`src/rtl/uart_tx_ctrl.sv`:
```
// UART transmit controller: valid/ready byte in, framed serial bits out.
// Define UART_TX_PARITY_EN to add a parity bit between data and stop bits.
module uart_tx_ctrl #(
    parameter int CLKS_PER_BIT = 16,
    parameter int DATA_BITS    = 8,
    parameter int STOP_BITS    = 1,
    parameter int PARITY_ODD   = 0
) (
    input  logic                 clk_i,
    input  logic                 rst_i,
    input  logic [DATA_BITS-1:0] data_i,
    input  logic                 valid_i,
    output logic                 ready_o,
    output logic                 tx_o,
    output logic                 busy_o,
    output logic                 done_o
);

    localparam int CNT_W = $clog2(CLKS_PER_BIT);
    localparam int IDX_W = $clog2(DATA_BITS);

    localparam logic [CNT_W-1:0] CNT_LAST   = CNT_W'(CLKS_PER_BIT - 1);
    localparam logic [CNT_W-1:0] CNT_PENULT = CNT_W'(CLKS_PER_BIT - 2);
    localparam logic [IDX_W-1:0] DATA_LAST  = IDX_W'(DATA_BITS - 1);
    localparam logic [IDX_W-1:0] STOP_LAST  = IDX_W'(STOP_BITS - 1);

    typedef enum logic [2:0] {
        IDLE,
        START,
        DATA,
`ifdef UART_TX_PARITY_EN
        PARITY,
`endif
        STOP
    } state_t;

    state_t               state;
    logic [CNT_W-1:0]     cnt;
    logic [IDX_W-1:0]     idx;
    logic [DATA_BITS-1:0] shreg;
    logic                 bit_end;

`ifdef UART_TX_PARITY_EN
    logic par_q;
`else
    logic unused_parity_odd;
    assign unused_parity_odd = (PARITY_ODD != 0);
`endif

    assign bit_end = (cnt == CNT_LAST);

    always_ff @(posedge clk_i) begin
        if (rst_i) begin
            state   <= IDLE;
            cnt     <= '0;
            idx     <= '0;
            shreg   <= '0;
            tx_o    <= 1'b1;
            busy_o  <= 1'b0;
            done_o  <= 1'b0;
            ready_o <= 1'b1;
`ifdef UART_TX_PARITY_EN
            par_q   <= 1'b0;
`endif
        end else begin
            unique case (state)
                IDLE: begin
                    if (valid_i) begin
                        state   <= START;
                        cnt     <= '0;
                        idx     <= '0;
                        shreg   <= data_i;
                        tx_o    <= 1'b0;
                        busy_o  <= 1'b1;
                        ready_o <= 1'b0;
`ifdef UART_TX_PARITY_EN
                        par_q   <= (^data_i) ^ (PARITY_ODD != 0);
`endif
                    end
                end
                START: begin
                    if (bit_end) begin
                        state <= DATA;
                        cnt   <= '0;
                        idx   <= '0;
                        tx_o  <= shreg[0];
                    end else begin
                        cnt <= cnt + CNT_W'(1);
                    end
                end
                DATA: begin
                    if (bit_end) begin
                        cnt <= '0;
                        if (idx == DATA_LAST) begin
                            idx   <= '0;
`ifdef UART_TX_PARITY_EN
                            state <= PARITY;
                            tx_o  <= par_q;
`else
                            state <= STOP;
                            tx_o  <= 1'b1;
`endif
                        end else begin
                            idx   <= idx + IDX_W'(1);
                            shreg <= shreg >> 1;
                            tx_o  <= shreg[1];
                        end
                    end else begin
                        cnt <= cnt + CNT_W'(1);
                    end
                end
`ifdef UART_TX_PARITY_EN
                PARITY: begin
                    if (bit_end) begin
                        state <= STOP;
                        cnt   <= '0;
                        idx   <= '0;
                        tx_o  <= 1'b1;
                    end else begin
                        cnt <= cnt + CNT_W'(1);
                    end
                end
`endif
                STOP: begin
                    if (bit_end) begin
                        cnt <= '0;
                        if (idx == STOP_LAST) begin
                            state   <= IDLE;
                            idx     <= '0;
                            done_o  <= 1'b0;
                            busy_o  <= 1'b0;
                            ready_o <= 1'b1;
                        end else begin
                            idx <= idx + IDX_W'(1);
                        end
                    end else begin
                        cnt <= cnt + CNT_W'(1);
                        // registered pulse must land on the last cycle
                        if (idx == STOP_LAST && cnt == CNT_PENULT)
                            done_o <= 1'b1;
                    end
                end
                default: state <= IDLE;
            endcase
        end
    end

endmodule
```
`config.mk`:
```
export PLATFORM = sky130hd
export DESIGN_NAME = uart_tx_ctrl
export DESIGN_NICKNAME = d
export VERILOG_FILES = /design/src/rtl/uart_tx_ctrl.sv
export SDC_FILE = /design/constraint.sdc
export NUM_CORES = 1
export LEC_CHECK = 0
export BUFFER_PORTS_ARGS = -buffer_cell sky130_fd_sc_hd__buf_2
export CAP_MARGIN = 20
export CORE_MARGIN = 2
export CORE_UTILIZATION = 50
export DETAILED_ROUTE_END_ITERATION = 16
export PLACE_DENSITY = 0.7
export SYNTH_ARGS = -nofsm -noshare
export SYNTH_HDL_FRONTEND = slang
export SYNTH_SLANG_ARGS = --single-unit
```
`constraint.sdc`:
```
create_clock -name clk_i -period 5.1 [get_ports clk_i]
set_input_delay 1.02 -clock clk_i [delete_from_list [all_inputs] [get_ports clk_i]]
set_output_delay 1.02 -clock clk_i [all_outputs]
set_load 0.005 [all_outputs]
```
# ---- After elaboration in Yosys (flattened, before gate mapping)
# Index checks and enable logic that the tools add are counted.
dict set report totals {
  ff_bits 22
  input_bits 11
  output_inout_bits 4
  wordCells 76
}
dict set report classes {
  add_sub_neg 2
  n_eq_ne 14
  mux 35
  n_reduce_logical 17
}
# cell count
set op_table {}
lappend op_table {{$mux 3} 12}
lappend op_table {{$mux 8} 3}
lappend op_table {{$pmux 3 s4} 2}
lappend op_table {{$pmux 8 s2} 1}
lappend op_table {{$ne 2x2->1 const B} 7}
lappend op_table {{$reduce_and 4->1} 3}
lappend op_table {{$mux 1} 11}
lappend op_table {{$eq 4x4->1 const B} 2}
lappend op_table {{$mux 4} 2}
lappend op_table {{$pmux 4 s2} 1}
lappend op_table {{$reduce_bool 2->1} 4}
lappend op_table {{$eq 3x2->1 const B} 2}
lappend op_table {{$logic_not 3->1} 2}
lappend op_table {{$reduce_and 6->1} 1}
lappend op_table {{$reduce_and 5->1} 1}
lappend op_table {{$add 4x1->4 const B} 1}
lappend op_table {{$pmux 1 s2} 2}
lappend op_table {{$reduce_bool 4->1} 1}
lappend op_table {{$add 3x1->3 const B} 1}
lappend op_table {{$eq 3x1->1 const B} 1}
lappend op_table {{$eq 3x3->1 const B} 1}
lappend op_table {{$pmux 1 s3} 1}
lappend op_table {{$reduce_and 3->1} 1}
lappend op_table {{$reduce_bool 3->1} 1}
lappend op_table {{other kinds (4)} 4}

# ---- Depth between registers and ports, before layout
# Gate-level depths: netlist (run 1).
dict set report depth {
  depth_word 4
  mapped_depth 8
  ltp_nobuf 6
}

# ---- Worst setup path after synthesis (run 1)
# No wires, ideal clock.
dict set report synth_path {
  path_type {input-to-reg}
  start {input port valid_i}
  end {register ready_o}
  setup_time_ps 122
  arrival_ps 1974
  required_ps 4978
  setup_slack_ps 3004
  stages 5
  path_buffers 1
  cell_sequence {nor2b_1 clkbuf_1 a221oi_1 nand2_1 a221o_1}
}
dict set report synth_via {
  elab_chain_cells 2
}
# element line
set synth_rtl {}
lappend synth_rtl {{from (decl)} 12} ;# input logic valid_i,
lappend synth_rtl {{$ne 2x2->1 (no source line)} --}
lappend synth_rtl {{$reduce_and 4->1 (no source line)} --}
lappend synth_rtl {{to (signal assigned)} 61} ;# ready_o <= 1'b1;
lappend synth_rtl {{to (signal assigned)} 75} ;# ready_o <= 1'b0;
lappend synth_rtl {{to (signal assigned)} 132} ;# ready_o <= 1'b1;
lappend synth_rtl {{to (decl)} 13} ;# output logic ready_o,
# Every way passes these cells.
# A chain may end at the register's enable or synchronous reset.

# ---- Worst setup path in the final report (run 1)
dict set report layout_path {
  start {register state[0]}
  end {register shreg[6]}
}
dict set report layout_via {
  elab_chain_cells 3
  word_cells_on_any_way 8
  cone_classes {eq/ne (4); mux (1); reduce/logical (3)}
}
# element line
set layout_rtl {}
lappend layout_rtl {{from (decl)} 37} ;# state_t state;
lappend layout_rtl {{from (signal assigned)} 54} ;# state <= IDLE;
lappend layout_rtl {{from (signal assigned)} 69} ;# state <= START;
lappend layout_rtl {{from (signal assigned)} 83} ;# state <= DATA;
lappend layout_rtl {{$eq 3x2->1 or $logic_not 3->1 (tied branches)} 66} ;# unique case (state)
lappend layout_rtl {{$ne 2x2->1 (no source line) or $reduce_bool 2->1 (tied branches)} --}
lappend layout_rtl {{$reduce_and 4->1 (no source line)} --}
lappend layout_rtl {{to (signal assigned)} 72} ;# shreg <= data_i;
lappend layout_rtl {{to (signal assigned)} 105} ;# shreg <= shreg >> 1;
lappend layout_rtl {{to (decl)} 40} ;# logic [DATA_BITS-1:0] shreg;
# Parallel ways exist; a longest one is shown, timed or not.

==> run summary, run 1 <==
Cells after Synth = 138
Antenna-violating nets left = 0
First-pass GRT wire length = 3910 um
Crit-path slowest cell = a2111oi_4
Clk_skew = 5.04 ps
Yosys top cell area share = 0.327
GP Congestion = 0.851
Final min period = 2610 ps
WP data arrival = 2830 ps
Crit path from = state[0]$_SDFFE_PP0P_
FF-to-FF Start = state[0]$_SDFFE_PP0P_
Largest net degree at the start of global routing = 26
Post-CTS Resized = 0
Ranking of synthesized cells by area = dfxtp_1 (33%), ha_1 (14%), mux2i_1 (7.0%)
Layout overhead on the synthesized area = 8.19%
Post-synthesis net count = 163
CTS HTree Levels = 1
Worst Setup End Kind = flip-flop
Fin area = 1390 um^2
Fraction of registers with async set/reset = 0
Avg Cell Area, Syn = 9.30 um^2
Initial antenna violation count = 0
PortBufs = 14
Clock Path Buffers = 2
Core region area = 2450 um^2
Worst VDD drop = 0.303 mV
Status = complete, no violations
Die W = 54.7 um
# DRC = 0
Crit-path max cell delay = 800 ps
Setup tns final = 0 ps
HP Class = flip-flop to flip-flop
Leading area contributor after synthesis = dfxtp_1
Fmax = 0.383 GHz
# rows = 18
Count leader, synth = dfxtp_1
CTS tree = yes
Initial Utilization = 0.523
CTS sink count = 21
Pwr Density = 507 nW/um^2
Wire per inst = 13.1 um
Slew HR = 0.417
Seq/Total Area, Yosys = 0.327
Placed insts = 176
Main synth FF type = dfxtp_1
Tot GR Track Use = 0.180
Hold Fails Final Rpt = 0
Total CTS buffers = 3
HPWL Detailed = 1730 um
Yosys Warn Count = 0
Final setup violation count = 0
Layout Cells excl Fill = 180
Routed WL = 2370 um
Via count = 1002
Ratio of final minimum period to clock period = 0.512
Initial DRC count = 6
Cts hold-fix bufs = 0
Synthesized cell area = 1280 um^2
Worst-path clk slew = 120 ps
Setup Fix Bufs, Post-CTS = 0
I/O Pins = 15
CTS root buf = clkbuf_4
Crit Path Max Fanout = 16
Pre-antenna DRT Iters = 4
Commonest cells post-synth = dfxtp_1 (21), ha_1 (14), nor2_1 (12), mux2i_1 (9), nand2b_1 (9)
Post-synth EDFFs = 0
Most frequent CP cell = nor2_1
Worst setup path class = flip-flop to flip-flop
RSZ-0062 raised after global routing = no
Worst Path Required = 5320 ps
Nets = 176
Inserted Diodes = 0
Sequence of cells on the critical path = inv_1, ha_1, nor2_1, a2111oi_4, nor2_1, a211oi_2
HP Start = idx[0]$_SDFFE_PP0P_
Clk_lat worst skew = 300 ps
Die ar. = 2990 um^2
Vias in the first global route = 893
Pins Over Slew Limit = 0
Finished Core Util = 0.566
Vias/cell = 5.57
Post-placement cell area = 1360 um^2
Max Cap Viol = 0
Layout cells sized above 1 = 0.173
Worst-margin pin slew = 875 ps
Synth Register Bits = 21
Post-synthesis cell type count = 37
Gr ovfl total = 0
Die height = 54.7 um
Leakage = 0.000564 uW
CP Launch Type = flip-flop
-- stage by stage --
step / setup WS [ps] / hold slack [ps] / power, uW
finish: 2490 / 497 / 704
global placement: 2640 / 465 / 609
CTS: 2470 / 498 / 713
global route: 2250 / 519 / 770
floorplan: 3000 / 449 / 561
detailed placement: 2540 / 472 / 626
-- layout by cell type, fill, tap and decap left out, types with 2 or more instances in the layout --
cell type / n
a21oi_1: 7
nor2b_1: 4
and2_1: 2
nand2_1: 6
o211ai_1: 2
or3_1: 2
a211oi_2: 4
a221oi_1: 2
nor2_1: 12
nand2b_1: 9
inv_1: 7
a211oi_1: 6
clkbuf_4: 3
dfxtp_1: 21
ha_1: 14
buf_2: 14
mux2i_1: 9
o21ai_0: 3
nor3_1: 4
or2_2: 2
-- cell families (layout without fill, tap and decap cells) --
group / Yosys count / after routing / synth area share
simple gates: 46 / 46 / 0.196
compound gates: 35 / 35 / 0.226
flops: 21 / 21 / 0.327
fa+ha+maj: 14 / 14 / 0.136
buf+inv: 13 / 25 / 0.0439
mux: 9 / 9 / 0.0702
-- state kept, by name (all words and copies together) (netlist names) --
signal and count:
busy_o 1, tx_o 1, cnt 4, state 2, idx 3, shreg 8, done_o 1, ready_o 1
-- worst paths after layout --
check / end / slack, ps / cells after the start
setup / recovery: shreg[6]$_SDFFE_PP0P_ / 2490 / 6
hold / removal: idx[0]$_SDFFE_PP0P_ / 500 / 1
setup reg to reg: shreg[6]$_SDFFE_PP0P_ / 2490 / 6
hold reg to reg: idx[0]$_SDFFE_PP0P_ / 500 / 1
-- worst max-delay path, delay by kind of cell (launching register included) --
family	cells	cell delay, ps
compound gates	2	1050
fa+ha+maj	1	590
buf+inv	1	160
flops	1	380
simple gates	2	350
-- final cells by class --
cell class	count	area (um^2)
clock buffer	3	22.5
clock inverter	1	5.00
fill	223	1070
inverter	7	26.3
multi-input combinational	104	807
sequential	21	420
tap	30	37.5
timing repair buffer	14	70.1
-- metal layers --
metal | vias to the layer above | share of wire | track usage
met3 | 2 | 0.033 | 0.0301
met4 | 0 | 0.0055 | 0.0792
met5 | - | 0 | 0
met1 | 461 | 0.47 | 0.226
li1 | 522 | - | -
met2 | 17 | 0.49 | 0.300
-- power breakdown --
| group | internal [uW] | switching [uW] |
|---|---|---|
| Sequential | 218 | 35.3 |
| Combinational | 156 | 214 |
| Clock | 29.2 | 51.2 |
Power figures use the tool's default switching activity.
==> run 2: changes to the inputs <==
PLACE_DENSITY = 0.73   (was 0.7)
clock period = 2.4 ns   (was 5.1 ns; I/O delays follow)
==> run summary, run 2 (synthesis results as in run 1) <==
Largest net degree at the start of global routing = 26 (unchanged)
Layout overhead on the synthesized area = 10.4% (was 8.19%)
Worst-margin pin slew = 492 ps (was 875 ps)
Total CTS buffers = 3 (unchanged)
Final setup violation count = 0 (unchanged)
CTS tree = yes (unchanged)
Hold Fails Final Rpt = 0 (unchanged)
Pwr Density = 1090 nW/um^2 (was 507 nW/um^2)
FF-to-FF Start = state[0]$_SDFFE_PP0P_ (unchanged)
Fin area = 1420 um^2 (was 1390 um^2)
Initial antenna violation count = 0 (unchanged)
Clock Path Buffers = 2 (unchanged)
Nets = 179 (was 176)
Wire per inst = 13.9 um (was 13.1 um)
Layout cells sized above 1 = 0.196 (was 0.173)
HPWL Detailed = 1890 um (was 1730 um)
Footprint of the multi-input gates = 813 um^2 (was 807 um^2)
Hold endpoint = shreg[0]$_SDFFE_PP0P_ (was idx[0]$_SDFFE_PP0P_)
Largest Register = shreg (unchanged)
Setup Fix Bufs, Post-CTS = 0 (unchanged)
Crit Path Max Fanout = 5 (was 16)
Final min period = 2180 ps (was 2610 ps)
Worst hold slack = 482 ps (was 497 ps)
GP Congestion = 0.858 (was 0.851)
I/O Pins = 15 (unchanged)
Clk_skew = 7.94 ps (was 5.04 ps)
Biggest regs = shreg (8), cnt (4), idx (3) (unchanged)
Initial DRC count = 19 (was 6)
Ratio of final minimum period to clock period = 0.908 (was 0.512)
Max Cap Viol = 0 (unchanged)
# DRC = 0 (unchanged)
Antenna-violating nets left = 0 (unchanged)
Core region area = 2450 um^2 (unchanged)
Most common cell after layout, fill and taps aside = dfxtp_1 (unchanged)
CTS sink count = 21 (unchanged)
CP Launch Type = flip-flop (unchanged)
Layout filler cell count = 218 (was 223)
Setup tns final = 0 ps (unchanged)
Placed insts = 179 (was 176)
Worst-path clk slew = 120 ps (about the same)
Reg-to-Reg End = idx[0]$_SDFFE_PP0P_ (was shreg[6]$_SDFFE_PP0P_)
Layout Cells excl Fill = 183 (was 180)
RSZ-0062 raised after global routing = no (unchanged)
Clk_lat worst skew = 310 ps (was 300 ps)
Die W = 54.7 um (unchanged)
Vias in the first global route = 1023 (was 893)
Post-placement cell area = 1380 um^2 (was 1360 um^2)
# rows = 18 (unchanged)
Gr ovfl total = 0 (unchanged)
Total power = 1550 uW (was 704 uW)
Commonest non-fill, non-tap cells in the layout = dfxtp_1 (21), ha_1 (14), buf_2 (14), nor2_1 (12) (unchanged)
Worst reg2reg setup slack = 220 ps (was 2490 ps)
FF+latch area = 420 um^2 (unchanged)
Via count = 1061 (was 1002)
Worst VDD drop = 0.711 mV (was 0.303 mV)
WP data arrival = 2420 ps (was 2830 ps)
Worst setup path class = flip-flop to flip-flop (unchanged)
Worst Path Required = 2640 ps (was 5320 ps)
Worst Setup End Kind = flip-flop (unchanged)
First-pass GRT wire length = 4200 um (was 3910 um)
Pre-antenna DRT Iters = 4 (unchanged)
Fmax = 0.459 GHz (was 0.383 GHz)
CTS root buf = clkbuf_4 (unchanged)
Pins Over Slew Limit = 0 (unchanged)
Die height = 54.7 um (unchanged)
Status = complete, no violations (unchanged)
PortBufs = 14 (unchanged)
Inserted Diodes = 0 (unchanged)
Max reg flops = 8 (unchanged)
Die ar. = 2990 um^2 (unchanged)
Slew HR = 0.672 (was 0.417)
FF-to-FF path depth = 6 (unchanged)
Initial Utilization = 0.523 (unchanged)
Hold Path Cell Cnt = 3 (was 1)
Tot GR Track Use = 0.195 (was 0.180)
Vias/cell = 5.80 (was 5.57)
CTS HTree Levels = 1 (unchanged)
HP Class = input pin to flip-flop (was flip-flop to flip-flop)
Routed WL = 2540 um (was 2370 um)
Leakage = 0.000581 uW (was 0.000564 uW)
HP Start = data_i[0] (was idx[0]$_SDFFE_PP0P_)
==> run 2: cell count changes in the layout (fill, tap and decap cells not counted) <==
cell,delta
buf_4,+3
a221oi_1,-1
a221oi_2,+1
==> run 2: where the power goes <==
part / switching (uW) / internal (uW) / total, uW
Clock: 114 / 62.4 / 176
Combinational: 467 / 363 / 831
Sequential: 76.9 / 463 / 540
Total: 658 / 889 / 1550
==> run 2: layout make-up <==
| type | count | area share |
|---|---|---|
| clock inverter | 1 | 0.00353 |
| inverter | 7 | 0.0185 |
| timing repair buffer | 17 | 0.0653 |
| tap | 30 | 0.0265 |
| sequential | 21 | 0.297 |
| clock buffer | 3 | 0.0159 |
| multi-input combinational | 104 | 0.574 |
==> run 2: metal layers <==
metal,part of all wire,up-vias,track usage
li1,-,532,-
met1,0.45,505,0.227
met2,0.51,17,0.335
met3,0.024,7,0.0301
met4,0.018,0,0.113
met5,0,-,0
==> run 2: repair_timing <==
| action | in CTS | in global routing |
|---|---|---|
| gates resized for setup | 0 | 1 |
| hold buffers | 0 | 0 |
| endpoints found under the setup margin | 0 | 1 |
==> run 2: metrics by stage <==
step / util / setup WS (ps)
after floorplan: - / 459
after global placement: 0.564 / 393
after detailed placement: 0.564 / 190
after CTS: 0.575 / 135
after global routing: 0.577 / 64.5
final: 0.577 / 221
==> run 2: critical path, cell delays in order, from the launching register on <==
cell and delay, ps:
dfxtp_1 440, inv_1 150, ha_1 300, or3_1 420
a211oi_2 370, o211ai_1 210, o31ai_1 210
==> run 2: how the worst max path moves through the flow <==
stage,start,endpoint
6_report,state[0]$_SDFFE_PP0P_,idx[0]$_SDFFE_PP0P_
5_1_grt,state[0]$_SDFFE_PP0P_,state[0]$_SDFFE_PP0P_
4_1_cts,state[0]$_SDFFE_PP0P_,state[0]$_SDFFE_PP0P_
3_5_place_dp,state[0]$_SDFFE_PP0P_,state[0]$_SDFFE_PP0P_
3_3_place_gp,state[0]$_SDFFE_PP0P_,state[0]$_SDFFE_PP0P_
2_1_floorplan,state[0]$_SDFFE_PP0P_,ready_o$_SDFFE_PP1P_
==> run 3: changes to the inputs <==
ABC_CLOCK_PERIOD_IN_PS = 2400   (was unset)
RECOVER_POWER = 100   (was unset)
==> run summary, run 3 (synthesis results as in run 1) <==
Layout cells sized above 1 = 0.157 (was 0.196)
Layout filler cell count = 224 (was 218)
Nets = 179 (unchanged)
Layout overhead on the synthesized area = 9.36% (was 10.4%)
Worst setup path class = flip-flop to flip-flop (unchanged)
HP Start = data_i[0] (unchanged)
Vias in the first global route = 1023 (unchanged)
Worst hold slack = 480 ps (was 482 ps)
Core region area = 2450 um^2 (unchanged)
Pins Over Slew Limit = 0 (unchanged)
Via count = 1062 (was 1061)
Tot GR Track Use = 0.195 (unchanged)
Die height = 54.7 um (unchanged)
CP Launch Type = flip-flop (unchanged)
FF-to-FF Start = state[0]$_SDFFE_PP0P_ (unchanged)
Vias/cell = 5.80 (about the same)
Clock power frac = 0.116 (was 0.114)
Antenna-violating nets left = 0 (unchanged)
PortBufs = 14 (unchanged)
Clk_skew = 7.46 ps (was 7.94 ps)
Post-placement cell area = 1380 um^2 (unchanged)
Hold endpoint = shreg[0]$_SDFFE_PP0P_ (unchanged)
Max Cap Viol = 0 (unchanged)
Biggest regs = shreg (8), cnt (4), idx (3) (unchanged)
Final setup violation count = 0 (unchanged)
Wire per inst = 13.9 um (about the same)
Hold Path Cell Cnt = 3 (unchanged)
Pwr Density = 1090 nW/um^2 (about the same)
CTS sink count = 21 (unchanged)
Worst VDD drop = 0.709 mV (was 0.711 mV)
Commonest non-fill, non-tap cells in the layout = dfxtp_1 (21), ha_1 (14), nor2_1 (12), buf_2 (10) (was dfxtp_1 (21), ha_1 (14), buf_2 (14), nor2_1 (12))
Fin area = 1400 um^2 (was 1420 um^2)
Routed WL = 2540 um (about the same)
Worst Setup End Kind = flip-flop (unchanged)
Final min period = 2180 ps (about the same)
Pre-antenna DRT Iters = 4 (unchanged)
First-pass GRT wire length = 4200 um (unchanged)
Switching part of the total = 0.428 (was 0.425)
Combinational fraction of design power = 0.530 (was 0.537)
Setup tns final = 0 ps (unchanged)
Die W = 54.7 um (unchanged)
Status = complete, no violations (unchanged)
HPWL Detailed = 1890 um (unchanged)
Initial antenna violation count = 0 (unchanged)
Worst Path Required = 2590 ps (was 2640 ps)
CTS root buf = clkbuf_4 (unchanged)
Fmax = 0.459 GHz (about the same)
Worst-path clk slew = 120 ps (about the same)
CTS HTree Levels = 1 (unchanged)
Clk_lat worst skew = 310 ps (about the same)
Crit Path Max Fanout = 15 (was 5)
Setup Fix Bufs, Post-CTS = 0 (unchanged)
Leakage = 0.000564 uW (was 0.000581 uW)
Initial DRC count = 23 (was 19)
RSZ-0062 raised after global routing = no (unchanged)
Initial Utilization = 0.523 (unchanged)
Die ar. = 2990 um^2 (unchanged)
Cts hold-fix bufs = 0 (unchanged)
Clock Path Buffers = 2 (unchanged)
Largest Register = shreg (unchanged)
# rows = 18 (unchanged)
# DRC = 0 (unchanged)
Internal power = 875 uW (was 889 uW)
FF-to-FF path depth = 8 (was 6)
Hold Fails Final Rpt = 0 (unchanged)
Slew HR = 0.680 (was 0.672)
Gr ovfl total = 0 (unchanged)
Inserted Diodes = 0 (unchanged)
Post-CTS Resized = 0 (unchanged)
Worst reg2reg setup slack = 220 ps (about the same)
Worst-margin pin slew = 480 ps (was 492 ps)
Switch Pwr = 654 uW (was 658 uW)
Ratio of final minimum period to clock period = 0.908 (about the same)
Seq pwr share = 0.354 (was 0.349)
GP Congestion = 0.858 (unchanged)
Uppermost routed layer = met4 (unchanged)
Reg-to-Reg End = shreg[7]$_SDFFE_PP0P_ (was idx[0]$_SDFFE_PP0P_)
Max reg flops = 8 (unchanged)
HP Class = input pin to flip-flop (unchanged)
Most common cell after layout, fill and taps aside = dfxtp_1 (unchanged)
WP data arrival = 2370 ps (was 2420 ps)
CTS tree = yes (unchanged)
Post-Route M1 WL = 1130 um (was 1140 um)
Met2 wire length = 1300 um (was 1290 um)
Largest net degree at the start of global routing = 26 (unchanged)
I/O Pins = 15 (unchanged)
Total CTS buffers = 3 (unchanged)
Met3 routed WL = 64 um (was 62 um)
-- run 3: cell count changes in the layout (fill, tap and decap cells not counted), sizes merged --
| cell | change |
|---|---|
| clkbuf | +5 |
| buf | -5 |
-- run 3: stage by stage --
step | worst slack, ps | std cells | power, uW | utilization
floorplan | 459 | 138 | 1190 | -
global placement | 393 | 179 | 1320 | 0.564
detailed placement | 190 | 179 | 1370 | 0.564
CTS | 135 | 183 | 1550 | 0.575
global route | 46.8 | 183 | 1660 | 0.572
finish | 221 | 183 | 1530 | 0.572
-- run 3: worst max-delay path by stage --
stage	start	endpoint	slack, ps	cells after the start
floorplan	state[0]$_SDFFE_PP0P_	ready_o$_SDFFE_PP1P_	460	7
global placement	state[0]$_SDFFE_PP0P_	state[0]$_SDFFE_PP0P_	390	6
detailed placement	state[0]$_SDFFE_PP0P_	state[0]$_SDFFE_PP0P_	190	6
CTS	state[0]$_SDFFE_PP0P_	state[0]$_SDFFE_PP0P_	130	6
global route	state[0]$_SDFFE_PP0P_	idx[0]$_SDFFE_PP0P_	50	7
finish	state[0]$_SDFFE_PP0P_	shreg[7]$_SDFFE_PP0P_	220	8
-- run 3: area by class of cell --
type	count	area, um^2	share of cell area
timing repair buffer	17	83.8	0.0597
inverter	7	26.3	0.0187
sequential	21	420	0.299
clock inverter	1	5.00	0.00357
clock buffer	3	22.5	0.0160
multi-input combinational	104	808	0.576
tap	30	37.5	0.0267
-- run 3: critical path: stages (launching register included) --
cell	delay, ps
dfxtp_1	440
inv_1	140
ha_1	310
nor2b_1	220
clkbuf_1	190
a2111oi_4	210
buf_4	260
mux2i_1	220
nor2_1	60
-- run 3: power by group through the flow --
| stage | Clock, uW | Sequential [uW] | Combinational, uW |
|---|---|---|---|
| 2_1_floorplan | 0 | 532 | 659 |
| 3_3_place_gp | 0 | 539 | 783 |
| 3_5_place_dp | 0 | 548 | 823 |
| 4_1_cts | 183 | 540 | 827 |
| 5_1_grt | 197 | 554 | 909 |
| 6_report | 177 | 542 | 810 |
-- run 3: metal layers --
metal / up-vias / track usage
met5: - / 0
met4: 0 / 0.113
met3: 7 / 0.0301
met2: 17 / 0.335
met1: 507 / 0.227
li1: 531 / -
